File: src/rtl/tdoa_collector_if.sv
// Bundle for the timer-side valid/ack capture and the downstream valid/ready frame output.
// The collector uses slave; the timers and downstream logic use master.
interface tdoa_collector_if #(
  parameter int unsigned NUM_CH = 4,
  parameter int unsigned IDX_W  = 2
);
  logic [NUM_CH*32-1:0] ts_in;
  logic [NUM_CH-1:0]    ts_valid;
  logic [NUM_CH-1:0]    ts_ack;
  logic [NUM_CH*32-1:0] out_delta;
  logic [NUM_CH-1:0]    out_mask;
  logic [IDX_W-1:0]     out_ref;
  logic                 out_timeout;
  logic                 out_valid;
  logic                 out_ready;

  modport slave (
    input  ts_in, ts_valid, out_ready,
    output ts_ack, out_delta, out_mask, out_ref, out_timeout, out_valid
  );

  modport master (
    output ts_in, ts_valid, out_ready,
    input  ts_ack, out_delta, out_mask, out_ref, out_timeout, out_valid
  );
endinterface

File: src/rtl/tdoa_collector.sv
// Collects one timestamp per microphone channel into a frame and emits signed
// arrival-time differences against the earliest-captured reference channel.
module tdoa_collector #(
  parameter int unsigned NUM_CH = 4,
  parameter int unsigned WINDOW = 50000,
  parameter int unsigned IDX_W  = 2
) (
  input  logic            clk,
  input  logic            rst,
  tdoa_collector_if.slave bus
);
  localparam int unsigned TS_W  = 32;
  localparam int unsigned CNT_W = (WINDOW > 1) ? $clog2(WINDOW) : 1;

  typedef enum logic [1:0] {
    IDLE    = 2'd0,
    COLLECT = 2'd1,
    CALC    = 2'd2,
    OUT     = 2'd3
  } state_e;

  state_e                      state_q, state_d;
  logic [NUM_CH-1:0]           captured_q, captured_d;
  logic [NUM_CH-1:0]           ack_q, ack_d;
  logic [NUM_CH-1:0]           mask_q, mask_d;
  logic [NUM_CH-1:0][TS_W-1:0] ts_reg_q, ts_reg_d;
  logic [NUM_CH-1:0][TS_W-1:0] delta_q, delta_d;
  logic [CNT_W-1:0]            cnt_q, cnt_d;
  logic [IDX_W-1:0]            ref_q, ref_d;
  logic                        timeout_pend_q, timeout_pend_d;
  logic                        timeout_q, timeout_d;
  logic                        valid_q, valid_d;

  logic [NUM_CH-1:0]           cap_now;
  logic [IDX_W-1:0]            first_idx;
  logic                        all_cap;

  // Capture, reference pick and frame sequencing
  always_comb begin
    state_d        = state_q;
    captured_d     = captured_q;
    ts_reg_d       = ts_reg_q;
    delta_d        = delta_q;
    mask_d         = mask_q;
    cnt_d          = cnt_q;
    ref_d          = ref_q;
    timeout_pend_d = timeout_pend_q;
    timeout_d      = timeout_q;
    valid_d        = valid_q;
    cap_now        = '0;
    first_idx      = '0;

    if (state_q == IDLE || state_q == COLLECT) begin
      cap_now = bus.ts_valid & ~captured_q;
    end
    // Descending scan so the lowest captured index wins
    for (int i = int'(NUM_CH) - 1; i >= 0; i--) begin
      if (cap_now[i]) first_idx = IDX_W'(i);
    end
    for (int unsigned i = 0; i < NUM_CH; i++) begin
      if (cap_now[i]) ts_reg_d[i] = bus.ts_in[TS_W*i +: TS_W];
    end
    ack_d      = cap_now;
    captured_d = captured_q | cap_now;
    all_cap    = &captured_d;

    case (state_q)
      IDLE: begin
        if (|cap_now) begin
          ref_d          = first_idx;
          cnt_d          = '0;
          timeout_pend_d = 1'b0;
          state_d        = all_cap ? CALC : COLLECT;
        end
      end
      COLLECT: begin
        cnt_d = cnt_q + CNT_W'(1);
        if (all_cap) begin
          timeout_pend_d = 1'b0;
          state_d        = CALC;
        end else if (cnt_q == CNT_W'(WINDOW - 1)) begin
          timeout_pend_d = 1'b1;
          state_d        = CALC;
        end
      end
      CALC: begin
        for (int unsigned i = 0; i < NUM_CH; i++) begin
          delta_d[i] = captured_q[i] ? (ts_reg_q[i] - ts_reg_q[ref_q]) : '0;
        end
        mask_d    = captured_q;
        timeout_d = timeout_pend_q;
        valid_d   = 1'b1;
        state_d   = OUT;
      end
      OUT: begin
        if (bus.out_ready) begin
          valid_d    = 1'b0;
          captured_d = '0;
          state_d    = IDLE;
        end
      end
      default: state_d = IDLE;
    endcase
  end

  always_ff @(posedge clk) begin
    if (rst) begin
      state_q        <= IDLE;
      captured_q     <= '0;
      ack_q          <= '0;
      mask_q         <= '0;
      ts_reg_q       <= '0;
      delta_q        <= '0;
      cnt_q          <= '0;
      ref_q          <= '0;
      timeout_pend_q <= 1'b0;
      timeout_q      <= 1'b0;
      valid_q        <= 1'b0;
    end else begin
      state_q        <= state_d;
      captured_q     <= captured_d;
      ack_q          <= ack_d;
      mask_q         <= mask_d;
      ts_reg_q       <= ts_reg_d;
      delta_q        <= delta_d;
      cnt_q          <= cnt_d;
      ref_q          <= ref_d;
      timeout_pend_q <= timeout_pend_d;
      timeout_q      <= timeout_d;
      valid_q        <= valid_d;
    end
  end

  assign bus.ts_ack      = ack_q;
  assign bus.out_delta   = delta_q;
  assign bus.out_mask    = mask_q;
  assign bus.out_ref     = ref_q;
  assign bus.out_timeout = timeout_q;
  assign bus.out_valid   = valid_q;
endmodule

File: src/flat_wrapper.sv
// flat-port wrapper written by rule: the top's interface ports become plain ports
module tdoa_collector_flat 
#(
  parameter int unsigned NUM_CH = 4,
  parameter int unsigned WINDOW = 50000,
  parameter int unsigned IDX_W  = 2
)
  (clk, rst, bus_ts_in, bus_ts_valid, bus_out_ready, bus_ts_ack, bus_out_delta, bus_out_mask, bus_out_ref, bus_out_timeout, bus_out_valid);
  tdoa_collector_if #(.NUM_CH(NUM_CH), .IDX_W(IDX_W)) bus_i ();
  input  logic clk;
  input  logic rst;
  input wire logic [$bits(bus_i.ts_in)-1:0] bus_ts_in;
  input wire logic [$bits(bus_i.ts_valid)-1:0] bus_ts_valid;
  input wire logic [$bits(bus_i.out_ready)-1:0] bus_out_ready;
  output wire logic [$bits(bus_i.ts_ack)-1:0] bus_ts_ack;
  output wire logic [$bits(bus_i.out_delta)-1:0] bus_out_delta;
  output wire logic [$bits(bus_i.out_mask)-1:0] bus_out_mask;
  output wire logic [$bits(bus_i.out_ref)-1:0] bus_out_ref;
  output wire logic [$bits(bus_i.out_timeout)-1:0] bus_out_timeout;
  output wire logic [$bits(bus_i.out_valid)-1:0] bus_out_valid;
  assign bus_i.ts_in = bus_ts_in;
  assign bus_i.ts_valid = bus_ts_valid;
  assign bus_i.out_ready = bus_out_ready;
  assign bus_ts_ack = bus_i.ts_ack;
  assign bus_out_delta = bus_i.out_delta;
  assign bus_out_mask = bus_i.out_mask;
  assign bus_out_ref = bus_i.out_ref;
  assign bus_out_timeout = bus_i.out_timeout;
  assign bus_out_valid = bus_i.out_valid;
  tdoa_collector #(.NUM_CH(NUM_CH), .WINDOW(WINDOW), .IDX_W(IDX_W)) u_core (.clk(clk), .rst(rst), .bus(bus_i));
endmodule
File: config.mk
export PLATFORM = sky130hd
export DESIGN_NAME = tdoa_collector_flat
export DESIGN_NICKNAME = d
export VERILOG_FILES = /design/src/rtl/tdoa_collector_if.sv /design/src/rtl/tdoa_collector.sv /design/src/flat_wrapper.sv
export SDC_FILE = /design/constraint.sdc
export NUM_CORES = 1
export LEC_CHECK = 0
export CORE_ASPECT_RATIO = 1.25
export CORE_MARGIN = 10
export CORE_UTILIZATION = 50
export CTS_CLUSTER_SIZE = 28
export DETAILED_ROUTE_END_ITERATION = 8
export PLACE_DENSITY = 0.78
export SLEW_MARGIN = 40
export SYNTH_ARGS = -nofsm -noshare
export SYNTH_HDL_FRONTEND = slang
export SYNTH_SLANG_ARGS = --single-unit
File: constraint.sdc
create_clock -name clk -period 3.9 [get_ports clk]
set_input_delay 0.585 -clock clk [delete_from_list [all_inputs] [get_ports clk]]
set_output_delay 0.585 -clock clk [all_outputs]
set_load 0.005 [all_outputs]
==> results.yml <==
critical_path:
  cp_max_fo: 7
  path_cells: "mux4_2 -> ha_2 -> fa_1 -> nand3b_1 -> a21oi_2 -> o211ai_1 -> buf_4 -> a2111oi_4 -> o211ai_1 -> o21ai_2 -> a31oi_1 -> xor2_1 -> o21ai_0"
  crit_type: "flop to flop"
  worstPathRequired_ns: 4.35
  startpoint_type: "flop"
  path_common_cell: "o211ai_1"
  cpMaxStageDelayCell: "mux4_2"
  worstPathArrival_ns: 4.21
  critPathCaptureType: "flop"
  slowest_delay_ns: 0.60
placement:
  routabilityCongestion: 0.9485
  buffer_ports.inserted: 274
  place_inst: 2895
  placed_area_mm2: 0.02100
  pre_cts_slack_ns: 0.04238
  hpwl_mm: 52.47
grt:
  grt_max_degree: 92
  grt_pass1_vias: 17350
  overflow: 0
  grt_pass1_wl_mm: 100.0
  grt.total_usage_pct: 28.99
  antenna_found_initial: 3
floorplan:
  dieArea_mm2: 0.04365
  die_w_um: 188.9
  die_y_um: 231.1
  rows: 77
  core_mm2: 0.03526
  io_pins: 275
  initial_utilization_pct: 50.56
timing:
  worst_slew_pin_slew_ns: 0.7954
  slew_violations: 0
  hold_viol: 0
  rsz0062_at_grt: "true"
  skew_ns: 0.01557
  fin_crit_sh_pct: 96.57
  max_freq_ghz: 0.2655
  whs_ns: 0.4035
  fin_ws_ns: 0.1339
  max_slew_margin_pct: 46.97
  tns_ns: 0
  min_period_ns: 3.766
  setup_viol: 0
run:
  maxCapViolCount: 0
yosys:
  yosysTopAreaCell: "dfxtp_1"
  dominantRegCellSynth: "dfxtp_1"
  yosysMostFrequentCell: "nand2_1"
  ys_async_sr_fraction_pct: 0
  synth_top_area_share_pct: 32.68
  ys_seq_elements: 291
  netlist_instances: 2232
  synth_area_mm2: 0.01783
  yosysUniqueCellTypes: 78
  avgSynthCellArea_um2: 7.987
  yosys-top-cells-count: "nand2_1, dfxtp_1, a21oi_1"
  yosysWarnings: 0
  synth_edf_count: 0
  ys_seq_area_share_pct: 32.68
  synth.area.top_cells: "dfxtp_1, ha_1, nand2_1"
  syn-num-nets: 2532
hold_path:
  hp-class: "input port to flop"
route:
  drt.antenna.violating_nets: 0
  num_vias: 17660
  routed_wl_mm: 66.26
  wl_per_cell_um: 22.36
  route.detailed.drc: 0
  routed_via_density: 5.957
  firstDrtPassIters: 6
  drtIter0Drc: 1256
outcome:
  status: "finished, final reports clean"
finish:
  syn2layout_area_growth_pct: 24.91
  fin_area_mm2: 0.02227
  layout.nets: 2763
  stdcell_count: 2964
  postLayoutCoreUtil_pct: 63.15
  drive_above_1_share_pct: 7.071
pwr:
  ir_drop_v: 0.0005366
  finalPower_mw: 19.80
  power_density_mw_per_mm2: 889.0
  leakagePower_nw: 9.022
clock_tree:
  cts_buffer_depth: 3
  h-tree-depth: 2
  cts_tree: "yes"
  clock_sinks: 291
  hold_buffers: 0
  insertion_delay_ns: 0.54
  cts-root-buf: "clkbuf_16"
  cts_made_buffers: 34
  cts.clk_slew.worst_paths_ns: 0.06
[area by class of cell]
cell class,count,area [um^2]
clock buffer,43,924.6
fill,3151,12990
antenna,1,2.502
tap,474,593.1
clock inverter,19,216.5
timing repair buffer,316,3088
multi-input combinational,1751,11340
inverter,69,274.0
sequential,291,5829
[path summary, 6_finish.rpt]
check,startpoint,end,slack [ns],cells after the start
min reg2reg,u_core.bus.out_delta[16],u_core.bus.out_delta[16],0.45,2
min,rst,u_core.bus.ts_ack[0],0.40,2
max,u_core.bus.out_ref[0],u_core.bus.out_delta[58],0.13,13
max reg2reg,u_core.bus.out_ref[0],u_core.bus.out_delta[58],0.13,13
[power breakdown]
part	internal [mW]	leakage, nW	total (mW)	switching, mW
logic	5.01	6.10	12.7	7.64
registers	3.42	2.37	3.89	0.464
clock network	1.91	0.559	3.26	1.35
[registers in the layout, indices dropped and copies added (netlist names)]
register / cells
u_core.bus.out_ref: 2
u_core.cnt_q: 16
u_core.bus.out_delta: 128
u_core.bus.out_timeout: 1
u_core.bus.out_valid: 1
u_core.bus.ts_ack: 4
u_core.state_q: 2
u_core.captured_q: 4
u_core.ts_reg_q: 128
u_core.timeout_pend_q: 1
u_core.bus.out_mask: 4
[timing repair]
| action | in CTS | in global routing |
|---|---|---|
| endpoints found under the setup margin | 0 | 33 |
| resized for setup | 0 | 21 |
| buffers inserted | 0 | 6 |
[critical path, delay by kind of cell (launching register included)]
family,cells,cell delay (ns)
XOR/XNOR,1,0.16
adder cells (fa/ha/maj),2,0.64
flip-flops,1,0.37
AND/OR/NAND/NOR,1,0.22
AO/OA/AOI/OAI,7,1.51
multiplexers,1,0.60
buffers and inverters,1,0.16
[metal layers]
layer | vias up | global-route usage, % | part of all wire (%)
met5 | - | 0 | 0
met4 | 0 | 11.35 | 3.8
met3 | 125 | 5.709 | 8.2
met2 | 814 | 49.23 | 48
met1 | 8386 | 35.45 | 40
li1 | 8331 | - | -
[kinds of logic after synthesis]
group,after synthesis,share of synthesized area [%]
AND/OR/NAND/NOR,779,18.78
AO/OA/AOI/OAI,652,22.47
flip-flops,291,32.68
buffers and inverters,190,4.162
adder cells (fa/ha/maj),165,11.75
XOR/XNOR,119,5.889
multiplexers,36,4.267
[placed cells by master (no fill, tap or decap), drive strengths merged, types with 55 or more instances in the layout]
master,count
a21oi,265
inv,66
ha,161
dfxtp,291
xnor2,64
o21ai,133
nand2,434
clkdlybuf4s50,273
a21o,65
nor2,165
xor2,55
No activity file was read; power rests on OpenSTA's default activity.
